$ cat src/rtl/fir_pkg.sv
// Shared types and sizing for the FIR tap sequencer: FSM state encoding,
// default widths and the accumulator width rule.
package fir_pkg;

    localparam int DATA_WIDTH_DEF = 13;
    localparam int COEF_WIDTH_DEF = 13;
    localparam int TAPS_DEF       = 8;

    typedef enum logic [1:0] {
        IDLE  = 2'd0,
        SHIFT = 2'd1,
        MAC   = 2'd2,
        OUT   = 2'd3
    } state_e;

    // A full-precision product plus clog2(taps) guard bits can never overflow.
    function automatic int acc_width(input int dw, input int cw, input int taps);
        return dw + cw + $clog2(taps);
    endfunction

endpackage

$ cat src/rtl/fir_mac.sv
// Single multiply-accumulate stage: adds tap*coef to the running sum, or
// starts a fresh sum when clear_first_i is set on the first tap.
module fir_mac
    import fir_pkg::*;
#(
    parameter int DATA_WIDTH = DATA_WIDTH_DEF,
    parameter int COEF_WIDTH = COEF_WIDTH_DEF,
    parameter int ACC_WIDTH  = acc_width(DATA_WIDTH_DEF, COEF_WIDTH_DEF, TAPS_DEF)
) (
    input  logic                         CLK,
    input  logic                         RST_n,
    input  logic                         clear_first_i,
    input  logic                         en_i,
    input  logic signed [DATA_WIDTH-1:0] tap_val_i,
    input  logic signed [COEF_WIDTH-1:0] coef_i,
    output logic signed [ACC_WIDTH-1:0]  acc_o,
    output logic signed [ACC_WIDTH-1:0]  acc_nxt_o
);

    localparam int PW = DATA_WIDTH + COEF_WIDTH;

    logic signed [PW-1:0]        prod;
    logic signed [ACC_WIDTH-1:0] prod_ext;
    logic signed [ACC_WIDTH-1:0] acc_d, acc_q;

    assign prod     = tap_val_i * coef_i;
    assign prod_ext = {{(ACC_WIDTH-PW){prod[PW-1]}}, prod};

    always_comb begin
        acc_d = (clear_first_i ? '0 : acc_q) + prod_ext;
    end

    // NOTE: sequential state uses non-blocking assignments so every register
    // samples pre-edge values regardless of process evaluation order.
    always_ff @(posedge CLK or negedge RST_n) begin
        if (!RST_n) begin
            acc_q <= '0;
        end else if (en_i) begin
            acc_q <= acc_d;
        end
    end

    assign acc_o     = acc_q;
    assign acc_nxt_o = acc_d;

endmodule

$ cat src/rtl/fir_tap_sequencer.sv
// Time-multiplexed FIR controller: accepts one sample, shifts the external
// delay line, walks TAPS taps through one MAC, then holds the result.
module fir_tap_sequencer
    import fir_pkg::*;
#(
    parameter  int DATA_WIDTH = DATA_WIDTH_DEF,
    parameter  int COEF_WIDTH = COEF_WIDTH_DEF,
    parameter  int TAPS       = TAPS_DEF,
    localparam int TW         = $clog2(TAPS),
    localparam int ACC_WIDTH  = acc_width(DATA_WIDTH, COEF_WIDTH, TAPS)
) (
    input  logic                         CLK,
    input  logic                         RST_n,
    input  logic                         s_valid,
    output logic                         s_ready,
    input  logic signed [DATA_WIDTH-1:0] s_data,
    output logic                         tdl_vin,
    output logic signed [DATA_WIDTH-1:0] tdl_din,
    output logic [TW-1:0]                tap_sel,
    input  logic signed [DATA_WIDTH-1:0] tap_val,
    output logic [TW-1:0]                coef_addr,
    input  logic signed [COEF_WIDTH-1:0] coef,
    output logic                         m_valid,
    input  logic                         m_ready,
    output logic signed [ACC_WIDTH-1:0]  m_data,
    output logic                         busy
);

    state_e                      state_q, state_d;
    logic [TW-1:0]               k_q, k_d;
    logic signed [DATA_WIDTH-1:0] tdl_din_q, tdl_din_d;
    logic signed [ACC_WIDTH-1:0]  m_data_q, m_data_d;
    logic signed [ACC_WIDTH-1:0]  acc, acc_nxt;
    logic                         mac_en;
    logic                         last_tap;

    assign mac_en   = (state_q == MAC);
    assign last_tap = (k_q == TW'(TAPS - 1));

    fir_mac #(
        .DATA_WIDTH (DATA_WIDTH),
        .COEF_WIDTH (COEF_WIDTH),
        .ACC_WIDTH  (ACC_WIDTH)
    ) u_mac (
        .CLK           (CLK),
        .RST_n         (RST_n),
        .clear_first_i (k_q == '0),
        .en_i          (mac_en),
        .tap_val_i     (tap_val),
        .coef_i        (coef),
        .acc_o         (acc),
        .acc_nxt_o     (acc_nxt)
    );

    // NOTE: every signal written here gets a default first, so no path through
    // the case statement can leave one unassigned and infer a latch.
    always_comb begin
        state_d   = state_q;
        k_d       = k_q;
        tdl_din_d = tdl_din_q;
        m_data_d  = m_data_q;
        unique case (state_q)
            IDLE: begin
                if (s_valid) begin
                    tdl_din_d = s_data;
                    state_d   = SHIFT;
                end
            end
            SHIFT: begin
                k_d     = '0;
                state_d = MAC;
            end
            MAC: begin
                k_d = k_q + TW'(1);
                if (last_tap) begin
                    // Capture the sum including this edge's product.
                    m_data_d = acc_nxt;
                    k_d      = '0;
                    state_d  = OUT;
                end
            end
            OUT: begin
                if (m_ready) begin
                    state_d = IDLE;
                end
            end
            default: state_d = IDLE;
        endcase
    end

    always_ff @(posedge CLK or negedge RST_n) begin
        if (!RST_n) begin
            state_q   <= IDLE;
            k_q       <= '0;
            tdl_din_q <= '0;
            m_data_q  <= '0;
        end else begin
            state_q   <= state_d;
            k_q       <= k_d;
            tdl_din_q <= tdl_din_d;
            m_data_q  <= m_data_d;
        end
    end

    assign s_ready   = (state_q == IDLE);
    assign busy      = (state_q != IDLE);
    assign tdl_vin   = (state_q == SHIFT);
    assign m_valid   = (state_q == OUT);
    assign tap_sel   = mac_en ? k_q : '0;
    assign coef_addr = mac_en ? k_q : '0;
    assign tdl_din   = tdl_din_q;
    assign m_data    = m_data_q;

endmodule

$ cat config.mk
export PLATFORM = sky130hd
export DESIGN_NAME = fir_tap_sequencer
export DESIGN_NICKNAME = d
export VERILOG_FILES = /design/src/rtl/fir_pkg.sv /design/src/rtl/fir_mac.sv /design/src/rtl/fir_tap_sequencer.sv
export SDC_FILE = /design/constraint.sdc
export NUM_CORES = 1
export LEC_CHECK = 0
export ABC_AREA = 0
export CAP_MARGIN = 10
export CORE_UTILIZATION = 30
export CTS_CLUSTER_DIAMETER = 80
export DETAILED_ROUTE_END_ITERATION = 10
export GPL_ROUTABILITY_DRIVEN = 0
export GPL_TIMING_DRIVEN = 0
export HOLD_SLACK_MARGIN = 0.03
export PLACE_DENSITY = 0.56
export REMOVE_ABC_BUFFERS = 1
export SYNTH_ARGS = -nofsm -noshare
export SYNTH_HDL_FRONTEND = slang
export SYNTH_HIERARCHICAL = 1
export SYNTH_SLANG_ARGS = --single-unit
$ cat constraint.sdc
create_clock -name CLK -period 7.3 [get_ports CLK]
set_input_delay 1.095 -clock CLK [delete_from_list [all_inputs] [get_ports CLK]]
set_output_delay 1.095 -clock CLK [all_outputs]
set_load 0.02 [all_outputs]
==> flow_metrics.env <==
export IMPL_synth_seq_area_share=0.170
export IMPL_die_area_um2=38100
export IMPL_hold_path_class="reg2reg"
export IMPL_start_util=0.305
export IMPL_status="finished, violations left"
export IMPL_ys_warn_count=6
export IMPL_maxCapViolCount=0
export IMPL_crit_fanout=13
export IMPL_port_buffers=94
export IMPL_h_tree_depth=3
export IMPL_r2r_start="k_q[0]"
export IMPL_violations="setup timing"
export IMPL_hold_slack_ps=499
export IMPL_setup_slack_ps=-483
export IMPL_synthesis_area_um2=11200
export IMPL_diodes=0
export IMPL_hp_start="u_mac/acc_o[13]"
export IMPL_endpoint_kind="flop"
export IMPL_fin_crit_ps=7780
export IMPL_routed_via_density=4.71
export IMPL_synthArstFlopShare=1.00
export IMPL_final_cell_count_no_fill=1724
export IMPL_coreArea_um2=36700
export IMPL_regToRegEndpoint="m_data[28]"
export IMPL_path_clk_slew_ps=60
export IMPL_ys_seq_elements=76
export IMPL_first_global_vias=8740
export IMPL_critPathBufInv=3
export IMPL_clockRootBuffer="clkbuf_16"
export IMPL_cts_made_buffers=9
export IMPL_top_level_ports=95
export IMPL_wl_per_cell_um=14.9
export IMPL_rsz0062_at_grt="true"
export IMPL_drt_iter0_markers=260
export IMPL_grt_pass1_wl_um=43600
export IMPL_rows=70
export IMPL_slew_viol_final=0
export IMPL_hold_viol_final=0
export IMPL_ys_types=78
export IMPL_finalSetupViolCount=10
export IMPL_crit_family="adder cells"
export IMPL_fp_dieW_um=195
export IMPL_groute_usage_overall=0.140
export IMPL_drive_gt1_frac=0.227
export IMPL_vias=8120
export IMPL_tightest_slew_ps=868
export IMPL_dr_pass1_iters=4
export IMPL_area_growth_synth_to_final_pct=25.5
export IMPL_r2r_cells=16
export IMPL_syn_area_per_cell_um2=9.90
export IMPL_fp_dieH_um=195
export IMPL_tns_ps=-2500
export IMPL_worstSetupPathType="in2reg"
export IMPL_synth_edff_count=0
export IMPL_routed_wl_um=25700
export IMPL_reg2reg_slack_ps=2970
export IMPL_finClkSkew_ps=10.8
export IMPL_max_stage_delay_ps=590
export IMPL_drc=0
export IMPL_clock_sinks=76
export IMPL_fillerInstances=3635
export IMPL_fmax_mhz=128
export IMPL_clk_path_buf_depth=2
export IMPL_max_slew_margin=0.419
export IMPL_cp_required_ps=7520
export IMPL_slowest_stage="fa_2"
export IMPL_antenna_left=0
export IMPL_cp_arrival_ps=8010
export IMPL_insertion_delay_ps=340
export IMPL_globalRouteOverflowTotal=0
export IMPL_cts_tree="built"
export IMPL_hpwlAfterDp_um=19800
export IMPL_nets=1560
export IMPL_synth_flop_cell="dfrtp_1"
export IMPL_hold_end="u_mac/acc_o[13]"
export IMPL_fin_crit_sh=1.07
export IMPL_grt_max_degree=62
export IMPL_placed_cells=1656
export IMPL_synth_cells=1131
export IMPL_antenna_found_initial=0
export IMPL_worstSetupStartpointType="input pin"
export IMPL_worstHoldPathCells=1
export IMPL_crit_top_cell="fa_1"
==> cell type report <==
type / count / area [um^2] / area share
clock buffer: 10 / 229 / 0.0163
tap: 468 / 586 / 0.0417
sequential: 76 / 1900 / 0.135
multi-input combinational: 824 / 9080 / 0.646
clock inverter: 6 / 63.8 / 0.00454
inverter: 192 / 726 / 0.0517
timing repair buffer: 148 / 1460 / 0.104
==> synth_stat cells (12+ instances only) <==
master | number | area share
dfrtp_1 | 76 | 0.17
fa_1 | 163 | 0.29
a21o_1 | 15 | 0.010
nor2b_1 | 34 | 0.019
a21oi_1 | 36 | 0.016
and2_1 | 84 | 0.047
nor2_1 | 34 | 0.011
ha_1 | 103 | 0.12
clkbuf_1 | 31 | 0.010
o21ai_0 | 18 | 0.0080
nand2_1 | 104 | 0.035
mux2_2 | 58 | 0.058
xnor2_1 | 39 | 0.031
nand3_1 | 16 | 0.0072
inv_1 | 191 | 0.064
xor2_1 | 12 | 0.0094
==> per-stage QoR <==
step	setup WS, ps	util	instance area [um^2]
after floorplan	-721	-	11000
after global placement	-2130	0.342	12500
after detailed placement	-2190	0.343	12600
after CTS	-460	0.368	13500
after global routing	-720	0.383	14000
final	-483	0.383	14000
==> worst max-delay path by stage <==
stage | depth (start not counted) | start | slack (ps) | to
6_report | 29 | coef[2] | -480 | m_data[28]
5_1_grt | 32 | coef[1] | -720 | m_data[28]
4_1_cts | 29 | coef[8] | -460 | m_data[28]
3_5_place_dp | 31 | tap_val[7] | -2190 | m_data[28]
3_3_place_gp | 31 | tap_val[7] | -2130 | m_data[28]
2_1_floorplan | 30 | tap_val[7] | -720 | m_data[28]
==> state kept, by name (all words and copies together), names as in the netlist <==
register / count
k_q: 3
m_data: 29
state_q: 2
tdl_din: 13
u_mac/acc_o: 29
==> layout by cell type, fill, tap and decap left out, types with 6 or more instances in the layout <==
master           instances
a21o_1                  15
a21oi_1                 22
a21oi_2                 13
and2_1                  72
and2_4                  12
buf_12                   9
buf_4                   54
buf_6                   10
clkbuf_16                9
clkdlybuf4s50_1         67
dfrtp_1                 76
fa_1                   154
fa_2                     9
ha_1                    74
ha_4                    27
inv_1                  187
mux2_2                  56
mux2_4                  14
nand2_1                100
nand3_1                 14
nand4_1                  6
nor2_1                  30
nor2b_1                 33
o211ai_1                 7
o21a_1                   8
o21ai_0                 14
o21ai_1                  6
xnor2_1                 33
xnor2_2                  6
xor2_1                   9
==> repair_timing <==
item,CTS,global route
pin swaps,70,63
setup buffers,40,13
hold endpoints to repair,0,0
resized for setup,235,78
endpoints found under the setup margin,34,26
hold buffers,0,0
cloned,0,0
==> cells by family (layout without fill, tap and decap cells) <==
logic type      after synthesis  in the layout  synth area share
mux                          72             72            0.0759
fa+ha+maj                   266            266             0.407
simple gates                305            305             0.141
flops                        76             76             0.170
xor+xnor                     53             53            0.0434
buf+inv                     231            356            0.0800
compound gates              128            128            0.0834
==> metal layers <==
metal | GRT usage | vias up | part of all wire
met5 | 0 | - | 0
met4 | 0.0242 | 0 | 0.015
met3 | 0.0225 | 26 | 0.030
met2 | 0.252 | 87 | 0.52
met1 | 0.178 | 4166 | 0.43
li1 | - | 3841 | -
Power is left out: the tool's default activity adds up to more than one toggle a clock period on the data nets, which glitch-free logic cannot reach.
